<file path="config.mk">
export PLATFORM = sky130hd
export DESIGN_NAME = dest_writer_flat
export DESIGN_NICKNAME = d
export VERILOG_FILES = /design/src/rtl/ucisc_pkg.sv /design/src/rtl/dest_writer_if.sv /design/src/rtl/dest_writer_bus_timeout.sv /design/src/rtl/dest_writer.sv /design/src/flat_wrapper.sv
export SDC_FILE = /design/constraint.sdc
export NUM_CORES = 1
export LEC_CHECK = 0
export ABC_CLOCK_PERIOD_IN_PS = 3200
export CORE_UTILIZATION = 35
export CTS_BUF_LIST = sky130_fd_sc_hd__clkbuf_8 sky130_fd_sc_hd__clkbuf_16
export DETAILED_ROUTE_END_ITERATION = 12
export PLACE_DENSITY_LB_ADDON = 0.05
export SLEW_MARGIN = 40
export SYNTH_ARGS = -nofsm -noshare
export SYNTH_HDL_FRONTEND = slang
export SYNTH_SLANG_ARGS = --single-unit
</file>
<file path="constraint.sdc">
create_clock -name clock -period 3.2 [get_ports clock]
set_input_delay 0.64 -clock clock [delete_from_list [all_inputs] [get_ports clock]]
set_output_delay 0.64 -clock clock [all_outputs]
set_load 0.02 [all_outputs]
</file>
<file path="src/rtl/ucisc_pkg.sv">
// Shared definitions for the uCISC step units: step/word widths and the
// destination-writer state encoding.
package ucisc_pkg;

  localparam int STEP_W = 2;
  localparam int WORD_W = 16;

  typedef enum logic [1:0] {
    IDLE      = 2'd0,
    MEM_WRITE = 2'd1,
    INC       = 2'd2,
    ERROR     = 2'd3
  } dest_state_t;

endpackage

</file>
<file path="src/rtl/dest_writer_if.sv">
// Memory write bus between the destination writer (master) and memory (slave).
// A write is accepted on a rising edge where mem_write_en and mem_ready are both high.
interface dest_writer_if #(
  parameter int WIDTH = 16
);

  logic [WIDTH-1:0] mem_address;
  logic [WIDTH-1:0] mem_data_out;
  logic             mem_write_en;
  logic             mem_ready;

  modport master (
    output mem_address,
    output mem_data_out,
    output mem_write_en,
    input  mem_ready
  );

  modport slave (
    input  mem_address,
    input  mem_data_out,
    input  mem_write_en,
    output mem_ready
  );

endinterface

</file>
<file path="src/rtl/dest_writer_bus_timeout.sv">
// bus_timeout_counter: loadable down-counter for memory wait states.
// Loaded with LIMIT when a write starts and decremented on every wait edge.
// expire is high on the wait edge that uses up the last allowed cycle.
// LIMIT = 0 disables the timeout, so expire never rises.
module bus_timeout_counter #(
  parameter int unsigned LIMIT = 15
) (
  input  logic clock,
  input  logic reset_n,
  input  logic load,
  input  logic dec,
  output logic expire
);

  localparam int unsigned CW = (LIMIT < 2) ? 1 : $clog2(LIMIT + 1);

  logic [CW-1:0] count_q, count_d;

  // next count: reload at write start, count down on wait edges, hold at zero
  always_comb begin
    count_d = count_q;
    if (load) begin
      count_d = CW'(LIMIT);
    end else if (dec && (count_q != '0)) begin
      count_d = count_q - CW'(1);
    end
  end

  // count register with synchronous active-low reset
  always_ff @(posedge clock) begin
    if (!reset_n) begin
      count_q <= '0;
    end else begin
      count_q <= count_d;
    end
  end

  assign expire = (LIMIT != 0) && dec && (count_q == CW'(1));

endmodule

</file>
<file path="src/rtl/dest_writer.sv">
// dest_writer: commits the ALU result to the instruction destination.
// Register destinations get a one-cycle register-file strobe; memory
// destinations go through a ready/valid write with wait states, an optional
// post-increment of the destination register, and a wait-state timeout.
// Optional feature macro: DEST_WRITER_INCREMENT_EN (post-increment writeback).
//
// state     | meaning
// ----------+-------------------------------------------------------------
// IDLE      | waiting for trigger; register writes complete from here
// MEM_WRITE | memory write requested, waiting for mem_ready, stall held
// INC       | one-cycle increment writeback of destination register
// ERROR     | write timed out; stall and bus_error held until reset
module dest_writer
  import ucisc_pkg::*;
#(
  parameter int          WIDTH      = WORD_W,
  parameter int unsigned WAIT_LIMIT = 15
) (
  input  logic              clock,
  input  logic              reset_n,
  input  logic [STEP_W-1:0] step,
  input  logic [STEP_W-1:0] write_on,
  input  logic              dest_valid,
  input  logic              is_mem,
  input  logic [WIDTH-1:0]  immediate,
  input  logic [WIDTH-1:0]  dest_register_value,
  input  logic [WIDTH-1:0]  result,
  input  logic              increment,
  dest_writer_if.master     mem,
  output logic              reg_write_en,
  output logic [WIDTH-1:0]  reg_write_value,
  output logic              reg_inc_en,
  output logic [WIDTH-1:0]  reg_inc_value,
  output logic              stall,
  output logic              bus_error
);

`ifdef DEST_WRITER_INCREMENT_EN
  localparam bit INC_EN = 1'b1;
`else
  localparam bit INC_EN = 1'b0;
`endif

  dest_state_t      state_q, state_d;
  logic             done_q, done_d;
  logic [WIDTH-1:0] addr_q, addr_d;
  logic [WIDTH-1:0] data_q, data_d;
  logic [WIDTH-1:0] inc_q, inc_d;
  logic             inc_flag_q, inc_flag_d;
  logic             mem_we_q, mem_we_d;
  logic             reg_we_q, reg_we_d;
  logic             reg_inc_en_q, reg_inc_en_d;
  logic             stall_q, stall_d;
  logic             bus_err_q, bus_err_d;

  logic trigger;
  logic wait_edge;
  logic expire;

  assign trigger   = dest_valid && (step == write_on) && (state_q == IDLE) && !done_q;
  assign wait_edge = (state_q == MEM_WRITE) && !mem.mem_ready;

  bus_timeout_counter #(
    .LIMIT (WAIT_LIMIT)
  ) u_timeout (
    .clock   (clock),
    .reset_n (reset_n),
    .load    (trigger && is_mem),
    .dec     (wait_edge),
    .expire  (expire)
  );

  // next-state and registered-output logic of the write sequencer
  always_comb begin
    state_d      = state_q;
    done_d       = done_q;
    addr_d       = addr_q;
    data_d       = data_q;
    inc_d        = inc_q;
    inc_flag_d   = inc_flag_q;
    mem_we_d     = mem_we_q;
    reg_we_d     = 1'b0;
    reg_inc_en_d = 1'b0;
    stall_d      = stall_q;
    bus_err_d    = bus_err_q;

    // sequencer has moved past the write step: allow the next instruction
    if (step != write_on) begin
      done_d = 1'b0;
    end

    case (state_q)
      IDLE: begin
        if (trigger) begin
          addr_d     = dest_register_value + immediate;
          data_d     = result;
          inc_d      = INC_EN ? (dest_register_value + WIDTH'(1)) : '0;
          inc_flag_d = increment && INC_EN;
          if (is_mem) begin
            state_d  = MEM_WRITE;
            mem_we_d = 1'b1;
            stall_d  = 1'b1;
          end else begin
            reg_we_d = 1'b1;
            done_d   = 1'b1;
          end
        end
      end
      MEM_WRITE: begin
        if (mem.mem_ready) begin
          mem_we_d = 1'b0;
          done_d   = 1'b1;
          if (inc_flag_q) begin
            state_d      = INC;
            reg_inc_en_d = 1'b1;
          end else begin
            state_d = IDLE;
            stall_d = 1'b0;
          end
        end else if (expire) begin
          state_d   = ERROR;
          mem_we_d  = 1'b0;
          bus_err_d = 1'b1;
        end
      end
      INC: begin
        state_d = IDLE;
        stall_d = 1'b0;
      end
      ERROR: begin
        state_d = ERROR;
      end
      default: begin
        state_d = IDLE;
      end
    endcase
  end

  // state and output registers; reset drops any pending write
  always_ff @(posedge clock) begin
    if (!reset_n) begin
      state_q      <= IDLE;
      done_q       <= 1'b0;
      addr_q       <= '0;
      data_q       <= '0;
      inc_q        <= '0;
      inc_flag_q   <= 1'b0;
      mem_we_q     <= 1'b0;
      reg_we_q     <= 1'b0;
      reg_inc_en_q <= 1'b0;
      stall_q      <= 1'b0;
      bus_err_q    <= 1'b0;
    end else begin
      state_q      <= state_d;
      done_q       <= done_d;
      addr_q       <= addr_d;
      data_q       <= data_d;
      inc_q        <= inc_d;
      inc_flag_q   <= inc_flag_d;
      mem_we_q     <= mem_we_d;
      reg_we_q     <= reg_we_d;
      reg_inc_en_q <= reg_inc_en_d;
      stall_q      <= stall_d;
      bus_err_q    <= bus_err_d;
    end
  end

  assign mem.mem_address  = addr_q;
  assign mem.mem_data_out = data_q;
  assign mem.mem_write_en = mem_we_q;
  assign reg_write_en     = reg_we_q;
  assign reg_write_value  = data_q;
  assign reg_inc_en       = reg_inc_en_q;
  assign reg_inc_value    = inc_q;
  assign stall            = stall_q;
  assign bus_error        = bus_err_q;

endmodule
</file>
<file path="src/flat_wrapper.sv">
// flat-port wrapper written by rule: the top's interface ports become plain ports
module dest_writer_flat import ucisc_pkg::*;
#(
  parameter int          WIDTH      = WORD_W,
  parameter int unsigned WAIT_LIMIT = 15
)
  (clock, reset_n, step, write_on, dest_valid, is_mem, immediate, dest_register_value, result, increment, reg_write_en, reg_write_value, reg_inc_en, reg_inc_value, stall, bus_error, mem_mem_address, mem_mem_data_out, mem_mem_write_en, mem_mem_ready);
  dest_writer_if #(.WIDTH(WIDTH)) mem_i ();
  input  logic clock;
  input  logic reset_n;
  input  logic [STEP_W-1:0] step;
  input  logic [STEP_W-1:0] write_on;
  input  logic dest_valid;
  input  logic is_mem;
  input  logic [WIDTH-1:0] immediate;
  input  logic [WIDTH-1:0] dest_register_value;
  input  logic [WIDTH-1:0] result;
  input  logic increment;
  output logic reg_write_en;
  output logic [WIDTH-1:0] reg_write_value;
  output logic reg_inc_en;
  output logic [WIDTH-1:0] reg_inc_value;
  output logic stall;
  output logic bus_error;
  output wire logic [$bits(mem_i.mem_address)-1:0] mem_mem_address;
  output wire logic [$bits(mem_i.mem_data_out)-1:0] mem_mem_data_out;
  output wire logic [$bits(mem_i.mem_write_en)-1:0] mem_mem_write_en;
  input wire logic [$bits(mem_i.mem_ready)-1:0] mem_mem_ready;
  assign mem_mem_address = mem_i.mem_address;
  assign mem_mem_data_out = mem_i.mem_data_out;
  assign mem_mem_write_en = mem_i.mem_write_en;
  assign mem_i.mem_ready = mem_mem_ready;
  dest_writer #(.WIDTH(WIDTH), .WAIT_LIMIT(WAIT_LIMIT)) u_core (.clock(clock), .reset_n(reset_n), .step(step), .write_on(write_on), .dest_valid(dest_valid), .is_mem(is_mem), .immediate(immediate), .dest_register_value(dest_register_value), .result(result), .increment(increment), .mem(mem_i), .reg_write_en(reg_write_en), .reg_write_value(reg_write_value), .reg_inc_en(reg_inc_en), .reg_inc_value(reg_inc_value), .stall(stall), .bus_error(bus_error));
endmodule
</file>
# ---- Word level (Yosys, flattened, before mapping)
# Index checks and enable logic that the tools add are counted.
dict set report totals {
  ff_bits 43
  in_bits 58
  output_inout_bits 69
  wordCells 62
}
dict set report op_classes {
  add_sub_neg 2
  eq_ne 10
  muxes 20
  n_bitwise 1
  reduce_logical 20
}
# op count
set ops {}
lappend ops {{16-bit adder} 1}
lappend ops {{1-bit 2-to-1 mux} 10}
lappend ops {{3-bit AND reduction} 3}
lappend ops {{2-bit 2-to-1 mux} 4}
lappend ops {{4-bit 2-to-1 mux} 2}
lappend ops {{2-bit one-hot mux with 4 select lines} 1}
lappend ops {{4-bit AND reduction} 2}
lappend ops {{1-bit logical AND} 7}
lappend ops {{2-bit == test (second input constant)} 2}
lappend ops {{4-bit by 1-bit == test with 1-bit output (second input constant)} 1}
lappend ops {{2-bit inequality test (second input constant)} 2}
lappend ops {{1-bit one-hot mux with 2 select lines} 2}
lappend ops {{2-bit nonzero test} 2}
lappend ops {{4-bit nonzero test} 1}
lappend ops {{4-bit by 1-bit subtractor with 4-bit output (second input constant)} 1}
lappend ops {{3-bit by 2-bit inequality test with 1-bit output (second input constant)} 1}
lappend ops {{1-bit one-hot mux with 3 select lines} 1}
lappend ops {{3-bit nonzero test} 1}
lappend ops {{2-bit by 1-bit == test with 1-bit output (second input constant)} 1}
lappend ops {{2-bit == test} 1}
lappend ops {{1-bit logical NOT} 2}
lappend ops {{2-bit logical NOT} 1}
lappend ops {{2-bit by 1-bit inequality test with 1-bit output (second input constant)} 1}
lappend ops {{2-bit inequality test} 1}
lappend ops {{2 further kinds} 2}

# ---- Logic depth before layout (Yosys ltp)
dict set report logic_depth {
  word_depth 6
  ltp_mapped 7
  mapped_depth_nobuf 7
}

# ---- By module
# A second synthesis with hierarchy kept.
dict set report unflattened {
  hier_cells 324
  hier_area_um2 2727.6
}
# module n_inst cells_each area_each_um2 seq_area_each_um2
set by_module_without_submodules {}
lappend by_module_without_submodules {dest_writer 1 297 2493.6 780.7}
lappend by_module_without_submodules {bus_timeout_counter 1 27 234.0 80.1}

# ---- Worst setup path before layout
# OpenSTA, ideal clock, no wires.
dict set report synth_path {
  path_type {input to register}
  from {input immediate[0]}
  to {register u_core.addr_q[14], in the netlist u_core.mem.mem_address[14]}
  setup_ps 125
  arrival_ps 2404
  required_ps 3075
  path_slack_ps 671
  cell_stages 7
  n_path_buf 0
  path_cell_list {ha_1 -> fa_1 -> a21o_1 -> a311o_1 -> a2111oi_4 -> or3b_2 -> nand3_1}
}
dict set report synth_via {
  elab_chain_len 1
}
# item line
set synth_rtl {}
lappend synth_rtl {{from (decl)} flat_wrapper.sv:15} ;# input logic [WIDTH-1:0] immediate;
lappend synth_rtl {{16-bit adder} dest_writer.sv:95} ;# addr_d = dest_register_value + immediate;
lappend synth_rtl {{to (signal assigned)} dest_writer.sv:156} ;# addr_q <= addr_d;
lappend synth_rtl {{to (decl)} dest_writer.sv:46} ;# logic [WIDTH-1:0] addr_q, addr_d;
# No other way between the ends.
# A chain may end at the register's enable or synchronous reset.

# ---- Final worst setup path
dict set report layout_path {
  from {input dest_register_value[0]}
  to {register u_core.addr_q[14], in the netlist u_core.mem.mem_address[14]}
}
dict set report layout_via {
  elab_chain_len 1
}
# item line
set layout_rtl {}
lappend layout_rtl {{from (decl)} flat_wrapper.sv:16} ;# input logic [WIDTH-1:0] dest_register_value;
lappend layout_rtl {{16-bit adder} dest_writer.sv:95}
# No other way between the ends.

==> results.cfg <==
[worst_setup_path]
slowest_stage = a311o_1
crit_fanout = 4
timing_worst_setup_path_type = in -> reg
end_kind = register
ff2ff_setup_slack_ns = 1.20
rr_startpoint = u_core.state_q[0]
crit_required_ns = 3.39
regToRegEndpoint = u_core.stall
crit_arrival_ns = 2.96
r2r.worst_path.cells = 6
cpPeakStageDelay_ns = 0.44
path_cells = clkdlybuf4s50_1, ha_1, fa_1, a21o_1, a311o_1, a2111oi_4, or3b_2, nand3_1
critPathLaunchType = primary input

[clocking]
cts-root-buf = clkbuf_8
cts-htree-levels = 2
hold_buffers = 0
cts_tree = done
postCtsSetupBuffers = 0
clock_sinks = 43
clk_path_buf_depth = 2
path_clk_slew_ns = 0.09
cts-buffers-inserted = 5
insertion_delay_ns = 0.29
ctsResizeCount = 0

[drt]
post_drt_wl_per_cell_um = 13.1
vias_per_cell = 4.99
post-route-drc-count = 0
routed_wl_um = 7010
antenna_left = 0
vias = 2667
firstDrtPassIters = 4
drt_iter0_markers = 84

[sta]
setup_viol = 0
slew_violations = 0
finClkSkew_ns = 0.00466
final.setup.tns_ns = 0
hold_violations = 0
finalCritPeriodShare = 0.868
grt_setup_unrepaired = false
max_clock_freq_ghz = 0.360
fin_crit_ns = 2.78

[min_path]
holdPathEnd = u_core.mem.mem_address[5]
min_from = u_core.mem.mem_address[5]
min_path_type = reg -> reg
hold_depth = 2

[floorplan]
die_h_um = 91.0
dieArea_um2 = 8280
initial_utilization = 0.361
fp.coreArea_um2 = 7690
num_io_pins = 127
fp.dieW_um = 91.0
core.rowCount = 32

[synthesis]
async_flop_share = 0
syn_inst = 338
synth-edff-count = 0
netlist.area_leader.share = 0.311
synth-simple-area-share = 0.203
avgSynthCellArea_um2 = 8.20
synth-seq-cells = 43
synthXorXnorAreaFrac = 0.0339
synth_compound_area_frac = 0.221
synth_adder_area_share = 0.0975
synth_top_family_by_area = compound AO/OA/AOI/OAI gates
syn_area_um2 = 2770
synth.distinct_cells = 59
yosys.area.top_type = dfxtp_1
synth_ff_type = dfxtp_1
yosysWarnings = 0
synth.area.mux_share = 0.0153
seq_area_frac_synth = 0.311
synth.area.top_cells = dfxtp_1, ha_1, buf_4

[placed_design]
placed_area_um2 = 3790
io_buffers = 108
globalplace.congestion = 0.809
hpwl_um = 5330

[cells_and_area]
final_cell_mix = clkdlybuf4s50_1, nand2_1, dfxtp_1
syn2layout_area_growth_pct = 40.7
antenna_cells = 0
design_area_um2 = 3900
final_nets = 510
drive_gt1_frac = 0.0671
layout_commonest_cell = clkdlybuf4s50_1

[pwr]
peakVddDrop_mv = 0.191
power_leakage_uw = 0.00145
cellPowerDensity_nw_per_um2 = 402

[global_routing]
grtUsageTotal = 0.174
grt_pass1_wl_um = 11800
grt_pass1_vias = 2486
grt-ovfl-total = 0
grt_max_degree = 28
antenna_found_initial = 0

[outcome]
run_status = complete, no violations

[flow_run]
cap_violations = 0
[worst max-delay path, delay by kind of cell]
kind / cells / cell delay, ns
AOI/OAI and AO/OA: 3 / 1.04
adders and majority gates: 2 / 0.63
buffers and inverters: 1 / 0.42
and+or+nand+nor: 2 / 0.23
[final cells by class]
cell class / instances / area (um2)
flip-flops and latches: 43 / 861
multi-input cells: 261 / 1650
inverters: 5 / 18.8
clock buffers: 5 / 68.8
fillers: 766 / 3790
repair buffers: 115 / 1130
well taps: 102 / 128
clock inverters: 3 / 43.8
[sequential cells by signal (all words and copies together), names as in the netlist]
signal                    cells
u_core.bus_error              1
u_core.mem.mem_address       16
u_core.mem.mem_write_en       1
u_core.state_q                2
u_core.u_timeout.count_q      4
u_core.reg_write_en           1
u_core.mem.mem_data_out      16
u_core.done_q                 1
u_core.stall                  1
[routing by layer]
layer  global-route usage  vias up  routed length, um
li1                     -     1355                  -
met1                0.231     1217               3340
met2                0.289       90               3200
met3               0.0352        5                425
met4               0.0450        0                 45
met5                    0        -                  0
[synthesized netlist by cell type, drive strengths merged (2+ instances only)]
master   number
dfxtp        43
and4          2
nand3        12
a32o          2
inv           4
o2111ai       3
o211ai        2
and2          3
nand3b        2
ha           20
mux2i         2
o21ai        11
a21oi        43
nor2         11
a31oi         2
mux2          2
nor2b         3
xnor2         5
o21a          4
nand2b        2
a221o         2
nand2        57
or3           3
nor3          8
and3          4
a211o         3
a211oi        5
a21o          7
buf          38
nand4         6
xor2          4
clkbuf        7
[logic make-up after synthesis]
family,Yosys count
adders and majority gates,21
DFF,43
buffers and inverters,50
AOI/OAI and AO/OA,92
muxes,4
other,1
and+or+nand+nor,118
xor gates and xnor gates,9
[metrics by stage]
stage	setup WS (ns)	hold WS (ns)	instances	util	power, uW
3_3_place_gp	0.115	0.442	526	0.493	1140
6_report	0.423	0.455	534	0.507	1570
4_1_cts	0.419	0.458	534	0.507	1590
5_1_grt	0.277	0.481	534	0.507	1670
3_5_place_dp	0.105	0.447	526	0.493	1150
2_1_floorplan	0.671	0.508	354	-	954
[where the power goes]
part / switching [uW] / internal [uW]
combinational: 276 / 252
clock: 203 / 233
sequential: 29.1 / 576
total: 508 / 1060
[worst max-delay path by stage]
stage	start	end	slack [ns]	cells after the start
2_1_floorplan	immediate[0]	u_core.mem.mem_address[14]	0.67	7
3_3_place_gp	immediate[0]	u_core.mem.mem_address[14]	0.12	8
3_5_place_dp	dest_register_value[0]	u_core.mem.mem_address[14]	0.11	8
4_1_cts	dest_register_value[0]	u_core.mem.mem_address[14]	0.42	8
5_1_grt	immediate[0]	u_core.mem.mem_address[12]	0.28	8
6_report	dest_register_value[0]	u_core.mem.mem_address[14]	0.42	8
Note: power is estimated with default switching activity, not from simulation.
